**src/rtl/counter_pkg.sv**
```systemverilog
// Shared constants for the programmable counter: direction/mode encodings
// and default widths.
package counter_pkg;

  localparam logic DIR_UP    = 1'b1;
  localparam logic DIR_DOWN  = 1'b0;
  localparam logic MODE_WRAP = 1'b0;
  localparam logic MODE_SAT  = 1'b1;

  localparam int CNT_W_DEF = 16;
  localparam int PRE_W_DEF = 8;

endpackage

```
**src/rtl/counter_prescaler.sv**
```systemverilog
// Enable prescaler: emits one step per (pre_div+1) enabled cycles; phase
// holds while count_en is low and restarts on sync_clr.
module counter_prescaler
  import counter_pkg::*;
#(
  parameter int PRE_W = PRE_W_DEF
) (
  input  logic             clk,
  input  logic             rst,
  input  logic             count_en,
  input  logic             sync_clr,
  input  logic [PRE_W-1:0] pre_div,
  output logic             step
);

  logic [PRE_W-1:0] r_pre_cnt;
  logic             w_period_end;

  // >= rather than == so lowering pre_div below the running phase ends the period at once
  assign w_period_end = (r_pre_cnt >= pre_div);
  assign step         = count_en && w_period_end && !sync_clr;

  always_ff @(posedge clk) begin
    if (rst) begin
      r_pre_cnt <= '0;
    end else if (sync_clr) begin
      r_pre_cnt <= '0;
    end else if (count_en) begin
      r_pre_cnt <= w_period_end ? '0 : r_pre_cnt + 1'b1;
    end
  end

endmodule

```
**src/rtl/counter_prog.sv**
```systemverilog
// Programmable up/down counter with load, terminal limit, wrap/saturate,
// prescaled enable, compare match and sticky overflow.
module counter_prog
  import counter_pkg::*;
#(
  parameter int CNT_W = CNT_W_DEF,
  parameter int PRE_W = PRE_W_DEF
) (
  input  logic             clk,
  input  logic             rst,
  input  logic             count_en,
  input  logic             count_clr,
  input  logic             load,
  input  logic [CNT_W-1:0] load_val,
  input  logic             dir,
  input  logic             mode,
  input  logic [CNT_W-1:0] limit,
  input  logic [PRE_W-1:0] pre_div,
  input  logic [CNT_W-1:0] cmp_val,
  input  logic             ovf_clr,
  output logic [CNT_W-1:0] count,
  output logic             tick,
  output logic             ovf_flag,
  output logic             cmp_match,
  output logic             at_term
);

  logic [CNT_W-1:0] r_count;
  logic             r_tick;
  logic             r_ovf;
  logic [CNT_W-1:0] w_count_next;
  logic             w_tick_next;
  logic             w_ovf_next;
  logic             w_step;

  counter_prescaler #(.PRE_W(PRE_W)) u_prescaler (
    .clk      (clk),
    .rst      (rst),
    .count_en (count_en),
    .sync_clr (count_clr | load),
    .pre_div  (pre_div),
    .step     (w_step)
  );

  always_comb begin
    w_count_next = r_count;
    w_tick_next  = 1'b0;
    if (count_clr) begin
      w_count_next = '0;
    end else if (load) begin
      w_count_next = (load_val > limit) ? limit : load_val;
    end else if (w_step) begin
      if (dir == DIR_UP) begin
        if (r_count < limit) begin
          w_count_next = r_count + 1'b1;
        end else begin
          // saturate also pulls an over-limit count back down to limit
          w_tick_next  = 1'b1;
          w_count_next = (mode == MODE_WRAP) ? '0 : limit;
        end
      end else begin
        if (r_count != '0) begin
          w_count_next = r_count - 1'b1;
        end else begin
          w_tick_next  = 1'b1;
          w_count_next = (mode == MODE_WRAP) ? limit : '0;
        end
      end
    end
  end

  // a new terminal event outranks a clear request in the same cycle
  assign w_ovf_next = w_tick_next ? 1'b1 : (ovf_clr ? 1'b0 : r_ovf);

  always_ff @(posedge clk) begin
    if (rst) begin
      r_count <= '0;
      r_tick  <= 1'b0;
      r_ovf   <= 1'b0;
    end else begin
      r_count <= w_count_next;
      r_tick  <= w_tick_next;
      r_ovf   <= w_ovf_next;
    end
  end

  assign count     = r_count;
  assign tick      = r_tick;
  assign ovf_flag  = r_ovf;
  assign cmp_match = (r_count == cmp_val);
  assign at_term   = (dir == DIR_UP) ? (r_count >= limit) : (r_count == '0);

endmodule

```
**config.mk**
```make
export PLATFORM = sky130hd
export DESIGN_NAME = counter_prog
export DESIGN_NICKNAME = d
export VERILOG_FILES = /design/src/rtl/counter_pkg.sv /design/src/rtl/counter_prescaler.sv /design/src/rtl/counter_prog.sv
export SDC_FILE = /design/constraint.sdc
export NUM_CORES = 1
export LEC_CHECK = 0
export ABC_AREA = 1
export ABC_CLOCK_PERIOD_IN_PS = 5750
export CAP_MARGIN = 0
export CORE_ASPECT_RATIO = 0.7
export CORE_MARGIN = 3
export CORE_UTILIZATION = 50
export CTS_BUF_LIST = sky130_fd_sc_hd__clkbuf_4
export CTS_CLUSTER_DIAMETER = 200
export DETAILED_ROUTE_END_ITERATION = 10
export GPL_ROUTABILITY_DRIVEN = 0
export GPL_TIMING_DRIVEN = 1
export PLACE_DENSITY = 0.78
export SLEW_MARGIN = 20
export SYNTH_ARGS = -nofsm -noshare
export SYNTH_HDL_FRONTEND = slang
export SYNTH_SLANG_ARGS = --single-unit
```
**constraint.sdc**
```tcl
create_clock -name clk -period 5.75 [get_ports clk]
set_clock_uncertainty 0.15 [all_clocks]
set_input_delay 1.15 -clock clk [delete_from_list [all_inputs] [get_ports clk]]
set_output_delay 1.15 -clock clk [all_outputs]
set_load 0.05 [all_outputs]
```
==> results of run 1 <==
-- kinds of logic (layout without fill, tap and decap cells) --
logic type	after synthesis	after routing	synth area share, %
xor+xnor	36	36	7.38
compound gates	61	61	7.82
fa+ha+maj	44	44	12.9
flops	26	26	12.2
other cells	0	1	0
simple gates	417	417	44.9
buf+inv	144	207	14.9
-- tightest hold or removal path: stages, from the launching register on --
cell and delay (ns):
dfxtp_1 0.35, nand2_1 0.06, a21oi_1 0.05
-- how the worst min path moves through the flow --
stage / endpoint / slack (ns) / from
2_1_floorplan: u_prescaler.r_pre_cnt[1] / 0.32 / u_prescaler.r_pre_cnt[1]
3_3_place_gp: ovf_flag / 0.30 / ovf_flag
3_5_place_dp: ovf_flag / 0.31 / ovf_flag
4_1_cts: ovf_flag / 0.33 / ovf_flag
5_1_grt: ovf_flag / 0.34 / ovf_flag
6_report: ovf_flag / 0.33 / ovf_flag
-- report_power, final --
part	switching, mW	total (mW)	internal [mW]
combinational	0.231	0.384	0.153
clock	0.0733	0.144	0.0707
sequential	0.0221	0.208	0.186
total	0.326	0.736	0.410
-- synth_stat cells, drive strengths merged (2+ instances only) --
library cell  count  area (µm²)
o21bai            2        15.0
o21ai            30         150
or2               2        12.5
nand3b            4        30.0
nor2             61         305
buf              23         175
dfxtp            26         521
inv             111         417
ha               44         551
clkinv            4        20.0
nand3           106         541
clkbuf            6        23.8
xnor2            19         166
o21a              2        15.0
a21oi            24         131
o211ai            2        15.0
nand4            19         119
nor3              8        56.3
nand2           215         837
xor2             17         149
-- registers in the layout, indices dropped and copies added (netlist names) --
name / flops
u_prescaler.r_pre_cnt: 8
ovf_flag: 1
count: 16
tick: 1
-- layout make-up --
type	instances	area, µm²	area share, %
flip-flops and latches	26	520	10.2
clock buffers	3	22.5	0.439
clock inverters	1	30.0	0.586
well taps	101	126	2.46
diodes	1	2.50	0.0488
multi-input cells	558	3120	60.9
repair buffers	88	868	16.9
inverters	115	437	8.52
-- routing by layer --
metal / global-route usage (%) / vias to the layer above / routed length, µm
met1: 40.4 / 2213 / 5930
met5: 0 / - / 0
met2: 44.8 / 295 / 6200
met3: 5.54 / 26 / 1640
li1: - / 2455 / -
met4: 5.69 / 0 / 227
==> results.sh, run 1 <==
export IMPL_outcome="finished, final reports clean"
export IMPL_crit_fanout=4
export IMPL_placed_area_mm2=0.00507
export IMPL_clk_path_buf_depth=2
export IMPL_stdcell_area_mm2=0.00513
export IMPL_grt_pass1_vias=4679
export IMPL_synth_edff_count=0
export IMPL_path_depth=12
export IMPL_layoutNonFillerInstCount=893
export IMPL_rrSetupSlack_ns=2.93
export IMPL_synthToLayoutAreaGrowth_pct=20.0
export IMPL_core_rowCount=27
export IMPL_setup_viol=0
export IMPL_nets=900
export IMPL_worst_pin_slew_ns=1.05
export IMPL_final_cell_mix="nand2_1 (205), inv_1 (106), nand3_1 (104)"
export IMPL_vias=4989
export IMPL_period_share_pct=90.8
export IMPL_syn_nets=836
export IMPL_drive_above_1_share_pct=5.56
export IMPL_ir_worst_vdd_v=0.000122
export IMPL_synth_cells=728
export IMPL_holdCritPathClass="flip-flop to flip-flop"
export IMPL_ant_nets=0
export IMPL_ys_seq_area_share_pct=12.2
export IMPL_cts_buffers=3
export IMPL_worstSetupPathType="input port to output port"
export IMPL_powerDensity_mw_per_mm2=144
export IMPL_cts_hold_buf=0
export IMPL_cp_slowest_stage_delay_ns=0.84
export IMPL_drtIter0Drc=537
export IMPL_synth_ff_type="dfxtp_1"
export IMPL_synthesis_area_per_instance_um2=5.87
export IMPL_maxCapViolations=0
export IMPL_die_width_um=117
export IMPL_grt_pass1_wl_mm=22.8
export IMPL_worst_r2r_cell_count=15
export IMPL_root_buffer="clkbuf_4"
export IMPL_drc=0
export IMPL_power_uw=736
export IMPL_grtUsageTotal_pct=28.6
export IMPL_pre_cts_ws_ns=0.593
export IMPL_slowest_stage="clkdlybuf4s50_1"
export IMPL_worst_path_buf_inv=4
export IMPL_crit_top_cell="nand2_1"
export IMPL_routed_wl_mm=14.0
export IMPL_grt_max_degree=33
export IMPL_fin_crit_ns=5.22
export IMPL_firstDrtPassIters=6
export IMPL_hold_ws_ns=0.329
export IMPL_path_cells="clkdlybuf4s50_1 > inv_1 > ha_1 > nand2_1 > nor2_1 > nand2_1 > nand2_1 > nand2_2 > nand3_1 > inv_1 > a21oi_1 > clkdlybuf4s50_1"
export IMPL_relSlewSlack_pct=29.7
export IMPL_setup_ws_ns=0.532
export IMPL_clock_sinks=26
export IMPL_yosys_warnings=0
export IMPL_crit_start="limit[5]"
export IMPL_drv_slew=0
export IMPL_critPathArrivalTime_ns=3.92
export IMPL_final_common_cell="nand2_1"
export IMPL_utilization_pct=63.5
export IMPL_clkSlewWorstSetupHoldPaths_ns=0.19
export IMPL_cp_end_kind="output port"
export IMPL_final_hold_violation_count=0
export IMPL_routedWlPerCell_um=15.7
export IMPL_critPathRequiredTime_ns=4.45
export IMPL_ys_ff_latch=26
export IMPL_antenna_found_initial=0
export IMPL_worstSetupStartpointType="input port"
export IMPL_netlist_area_mm2=0.00427
export IMPL_r2r_end="count[7]"
export IMPL_place_inst=888
export IMPL_worstSetupEndpoint="at_term"
export IMPL_fin_setup_tns_ns=0
export IMPL_die_y_um=83.4
export IMPL_port_buffers=83
export IMPL_postCtsResizedCells=0
export IMPL_coreArea_mm2=0.00807
export IMPL_htreeDepth=1
export IMPL_power_leakage_nw=2.73
export IMPL_dp_hpwl_mm=11.1
export IMPL_post_cts_setup_buffers=0
export IMPL_cts_tree="yes"
export IMPL_crit_family="buffers and inverters"
export IMPL_max_freq_mhz=192
export IMPL_insertion_delay_ns=0.37
export IMPL_synthDistinctLibCells=39
export IMPL_start_util_pct=52.9
export IMPL_rr_startpoint="count[7]"
export IMPL_grt_setup_unrepaired="false"
export IMPL_ys_async_sr_fraction_pct=0
export IMPL_whs_path_depth=2
export IMPL_ios=84
export IMPL_design_die_area_mm2=0.00971
export IMPL_fillers=765
export IMPL_vias_per_cell=5.59
export IMPL_gr_total_overflow=0
(Power assumes the default switching activity.)
==> run 2, diff against run 1 <==
--- a/config.mk
+++ b/config.mk
@@ -16,7 +16,7 @@
 export DETAILED_ROUTE_END_ITERATION = 10
 export GPL_ROUTABILITY_DRIVEN = 0
 export GPL_TIMING_DRIVEN = 1
-export PLACE_DENSITY = 0.78
+export PLACE_DENSITY = 0.84
 export SLEW_MARGIN = 20
 export SYNTH_ARGS = -nofsm -noshare
 export SYNTH_HDL_FRONTEND = slang
==> run 2 against run 1 <==
  * Hold slack gained 0.016 ns
  * Count of clock-buffer cells in the layout is the same
  * Die area is the same
  * Largest cell class unchanged
  * Final cell count shrank 0.11%
  * Largest power group unchanged
==> results.sh, run 2 (synthesis results as in run 1) <==
export IMPL_outcome="finished, final reports clean"
export IMPL_clk_path_buf_depth=2
export IMPL_clock_sinks=26
export IMPL_period_share_pct=91.3
export IMPL_ir_worst_vdd_v=0.000113
export IMPL_drc=0
export IMPL_stdcell_area_mm2=0.00512
export IMPL_final_common_cell="nand2_1"
export IMPL_postCtsResizedCells=0
export IMPL_use_met2_pct=44.6
export IMPL_firstDrtPassIters=6
export IMPL_ios=84
export IMPL_grtUsageTotal_pct=28.5
export IMPL_clkSlewWorstSetupHoldPaths_ns=0.17
export IMPL_post_cts_setup_buffers=0
export IMPL_utilization_pct=63.5
export IMPL_crit_family="buffers and inverters"
export IMPL_htreeDepth=1
export IMPL_cts_tree="yes"
export IMPL_power_leakage_nw=2.73
export IMPL_largest_reg_flops=16
export IMPL_path_depth=10
export IMPL_dp_hpwl_mm=11.0
export IMPL_die_width_um=117
export IMPL_worst_pin_slew_ns=1.06
export IMPL_slowest_stage="clkdlybuf4s50_1"
export IMPL_maxCapViolations=0
export IMPL_root_buffer="clkbuf_4"
export IMPL_core_rowCount=27
export IMPL_drv_slew=0
export IMPL_nets=900
export IMPL_worst_r2r_cell_count=13
export IMPL_final_cell_mix="nand2_1 (205), inv_1 (106), nand3_1 (104)"
export IMPL_setup_viol=0
export IMPL_critPathArrivalTime_ns=3.95
export IMPL_relSlewSlack_pct=29.4
export IMPL_rr_startpoint="count[9]"
export IMPL_ant_nets=0
export IMPL_crit_fanout=4
export IMPL_layoutNonFillerInstCount=892
export IMPL_path_cells="clkdlybuf4s50_1 > inv_1 > ha_1 > nand4_1 > nor3_1 > nand2_2 > nand3_1 > inv_1 > a21oi_1 > clkdlybuf4s50_1"
export IMPL_holdCritPathClass="flip-flop to flip-flop"
export IMPL_gr_total_overflow=0
export IMPL_vias=5145
export IMPL_routed_wl_mm=14.1
export IMPL_crit_start="limit[9]"
export IMPL_cp_end_kind="output port"
export IMPL_cts_buffers=3
export IMPL_fin_crit_ns=5.25
export IMPL_worstSetupPathType="input port to output port"
export IMPL_power_uw=738
export IMPL_drtIter0Drc=565
export IMPL_design_die_area_mm2=0.00971
export IMPL_cp_slowest_stage_delay_ns=0.83
export IMPL_grt_pass1_wl_mm=22.8
export IMPL_routedWlPerCell_um=15.8
export IMPL_insertedDiodeCount=0
export IMPL_max_freq_mhz=190
export IMPL_grt_setup_unrepaired="false"
export IMPL_synthToLayoutAreaGrowth_pct=19.9
export IMPL_die_y_um=83.4
export IMPL_busiest_layer="met2"
export IMPL_coreArea_mm2=0.00807
export IMPL_worstSetupStartpointType="input port"
export IMPL_antenna_found_initial=0
export IMPL_rrSetupSlack_ns=2.92
export IMPL_critPathRequiredTime_ns=4.45
export IMPL_drive_above_1_share_pct=5.56
export IMPL_final_hold_violation_count=0
export IMPL_use_met3_pct=6.12
export IMPL_powerDensity_mw_per_mm2=144
export IMPL_met1_usage_pct=37.7
export IMPL_place_inst=888
export IMPL_cts_hold_buf=0
export IMPL_placed_area_mm2=0.00507
export IMPL_start_util_pct=52.9
export IMPL_port_buffers=83
export IMPL_r2r_end="count[1]"
export IMPL_vias_per_cell=5.77
export IMPL_worstSetupEndpoint="at_term"
export IMPL_fin_setup_tns_ns=0
export IMPL_insertion_delay_ns=0.37
export IMPL_grt_max_degree=33
export IMPL_worst_path_buf_inv=4
export IMPL_grt_pass1_vias=4904
## run 2: cell types whose count changed in the layout (fill, tap and decap cells not counted)
| cell | change |
|---|---|
| diode_2 | -1 |
## run 2: worst min path at each step
stage / from / cells after the start / end
finish: ovf_flag / 2 / ovf_flag
global route: ovf_flag / 2 / ovf_flag
CTS: ovf_flag / 2 / ovf_flag
global placement: ovf_flag / 2 / ovf_flag
detailed placement: ovf_flag / 2 / ovf_flag
floorplan: u_prescaler.r_pre_cnt[1] / 2 / u_prescaler.r_pre_cnt[1]
## run 2: worst min-delay path, stage by stage (launching register included)
cell and delay, ns:
dfxtp_1 0.35, nand2_1 0.07, a21oi_1 0.06
## run 2: routing by layer
metal,share of wire [%],up-vias
met5,0,-
met2,43,358
li1,-,2449
met3,12,58
met1,41,2280
met4,3.7,0
## run 2: cell type report
class / instances / area [µm²]
inverter: 115 / 437
timing repair buffer: 88 / 868
clock inverter: 1 / 30.0
fill: 731 / 2950
multi-input combinational: 558 / 3120
clock buffer: 3 / 22.5
tap: 101 / 126
sequential: 26 / 520
## run 2: metrics by stage
| step | hold slack [ns] | worst slack (ns) |
|---|---|---|
| final | 0.345 | 0.499 |
| after global routing | 0.371 | 0.265 |
| after CTS | 0.351 | 0.550 |
| after detailed placement | 0.329 | 0.562 |
| after global placement | 0.300 | 0.560 |
| after floorplan | 0.323 | 1.32 |
## run 2: power breakdown
part,switching (mW),total [mW],leakage [nW],internal (mW)
registers,0.0222,0.208,0.211,0.186
logic,0.234,0.387,2.49,0.153
clock network,0.0723,0.143,0.0279,0.0708
total,0.328,0.738,2.73,0.410
==> run 3, diff against run 2 <==
--- a/config.mk
+++ b/config.mk
@@ -17,7 +17,6 @@
 export GPL_ROUTABILITY_DRIVEN = 0
 export GPL_TIMING_DRIVEN = 1
 export PLACE_DENSITY = 0.84
-export SLEW_MARGIN = 20
 export SYNTH_ARGS = -nofsm -noshare
 export SYNTH_HDL_FRONTEND = slang
 export SYNTH_SLANG_ARGS = --single-unit
==> run 3 against run 2 <==
  * Fmax rose by 0.12%
  * Register-to-register slack barely moved
  * Routed wire length is 0.33% higher
  * Highest routed layer unchanged
  * Final cell count unchanged
  * Via count decreased by 0.47%
  * Largest cell class unchanged
==> results.sh, run 3 (synthesis results as in run 1) <==
export IMPL_rr_startpoint="count[9]"
export IMPL_ir_worst_vdd_v=0.000113
export IMPL_p_clk_share_pct=19.3
export IMPL_comb_power_share_pct=52.5
export IMPL_core_rowCount=27
export IMPL_p_int_uw=410
export IMPL_switchingPower_uw=328
export IMPL_power_uw=738
export IMPL_die_width_um=117
export IMPL_fillers=728
export IMPL_grt_setup_unrepaired="false"
export IMPL_antenna_found_initial=0
export IMPL_insertion_delay_ns=0.37
export IMPL_cts_hold_buf=0
export IMPL_routedWlPerCell_um=15.9
export IMPL_rrSetupSlack_ns=2.92
export IMPL_gr_total_overflow=0
export IMPL_fin_crit_ns=5.24
export IMPL_min_from="ovf_flag"
export IMPL_maxCapViolations=0
export IMPL_vias_per_cell=5.74
export IMPL_cts_buffers=3
export IMPL_insertedDiodeCount=0
export IMPL_critPathArrivalTime_ns=3.94
export IMPL_die_y_um=83.4
export IMPL_hold_ws_ns=0.346
export IMPL_post_cts_setup_buffers=0
export IMPL_crit_fanout=18
export IMPL_period_share_pct=91.2
export IMPL_dp_hpwl_mm=11.0
export IMPL_switching_share_pct=44.5
export IMPL_root_buffer="clkbuf_4"
export IMPL_start_util_pct=52.9
export IMPL_final_common_cell="nand2_1"
export IMPL_worstSetupPathType="input port to output port"
export IMPL_max_freq_mhz=191
export IMPL_port_buffers=83
export IMPL_grt_pass1_vias=4904
export IMPL_postCtsResizedCells=0
export IMPL_clk_path_buf_depth=2
export IMPL_cts_tree="yes"
export IMPL_ant_nets=0
export IMPL_cp_end_kind="output port"
export IMPL_clkSlewWorstSetupHoldPaths_ns=0.17
export IMPL_coreArea_mm2=0.00807
export IMPL_drc=0
export IMPL_crit_start="limit[9]"
export IMPL_vias=5121
export IMPL_worstSetupStartpointType="input port"
export IMPL_firstDrtPassIters=6
export IMPL_seq_power_share_pct=28.2
export IMPL_routed_wl_mm=14.2
export IMPL_outcome="finished, final reports clean"
export IMPL_drv_slew=0
export IMPL_clock_sinks=26
export IMPL_fin_setup_tns_ns=0
export IMPL_drtIter0Drc=565
export IMPL_drive_above_1_share_pct=5.44
export IMPL_holdCritPathClass="flip-flop to flip-flop"
export IMPL_ios=84
export IMPL_nets=900
export IMPL_grt_pass1_wl_mm=22.8
export IMPL_powerDensity_mw_per_mm2=144
export IMPL_final_cell_mix="nand2_1 (205), inv_1 (106), nand3_1 (104)"
export IMPL_final_hold_violation_count=0
export IMPL_worst_pin_slew_ns=1.32
export IMPL_relSlewSlack_pct=11.7
export IMPL_critPathRequiredTime_ns=4.45
export IMPL_htreeDepth=1
export IMPL_design_die_area_mm2=0.00971
export IMPL_setup_viol=0
export IMPL_grtUsageTotal_pct=28.5
export IMPL_largest_reg_flops=16
export IMPL_power_leakage_nw=2.73
export IMPL_synthToLayoutAreaGrowth_pct=19.8
export IMPL_grt_max_degree=33
[run 3: cell counts in the layout (fill, tap and decap cells not counted)]
Identical to the previous run, type by type.
[run 3: worst max-delay path, stage by stage]
cell and delay, ns:
clkdlybuf4s50_1 0.54, inv_1 0.11, ha_1 0.32, nand2_1 0.08
nand2_1 0.05, nand3_1 0.06, nand2_1 0.09, a21oi_4 0.42
nand3_1 0.24, inv_1 0.10, a21oi_1 0.08, clkdlybuf4s50_1 0.71
[run 3: metal layers]
layer	share of wire, %	global-route usage [%]
met1	41	37.7
met2	43	44.6
met3	12	6.12
met4	3.5	11.5
met5	0	0
[run 3: area by class of cell]
cell class / count / area (µm²) / area share (%)
Clock buffer: 3 / 22.5 / 0.440
Clock inverter: 1 / 30.0 / 0.586
Inverter: 115 / 437 / 8.52
Multi-Input combinational cell: 558 / 3120 / 60.9
Sequential cell: 26 / 520 / 10.2
Tap cell: 101 / 126 / 2.47
Timing Repair Buffer: 88 / 868 / 17.0
[run 3: worst paths after layout]
| check | endpoint | cells past startpoint |
|---|---|---|
| max reg2reg | count[1] | 13 |
| max | at_term | 12 |
| min reg2reg | ovf_flag | 2 |
| min | ovf_flag | 2 |
[run 3: power groups by stage]
stage	combinational, mW	sequential, mW	clock (mW)
after floorplan	0.252	0.215	0
after global placement	0.364	0.211	0
after detailed placement	0.376	0.211	0
after CTS	0.378	0.207	0.143
after global routing	0.426	0.209	0.150
final	0.387	0.208	0.142
[run 3: through the flow]
| stage | util [%] | std cells | area, µm² | worst slack [ns] |
|---|---|---|---|---|
| final | 63.4 | 892 | 5120 | 0.506 |
| after global routing | 63.4 | 892 | 5120 | 0.265 |
| after CTS | 63.4 | 892 | 5120 | 0.550 |
| after detailed placement | 62.8 | 888 | 5070 | 0.562 |
| after global placement | 62.8 | 888 | 5070 | 0.560 |
| after floorplan | - | 728 | 4270 | 1.32 |
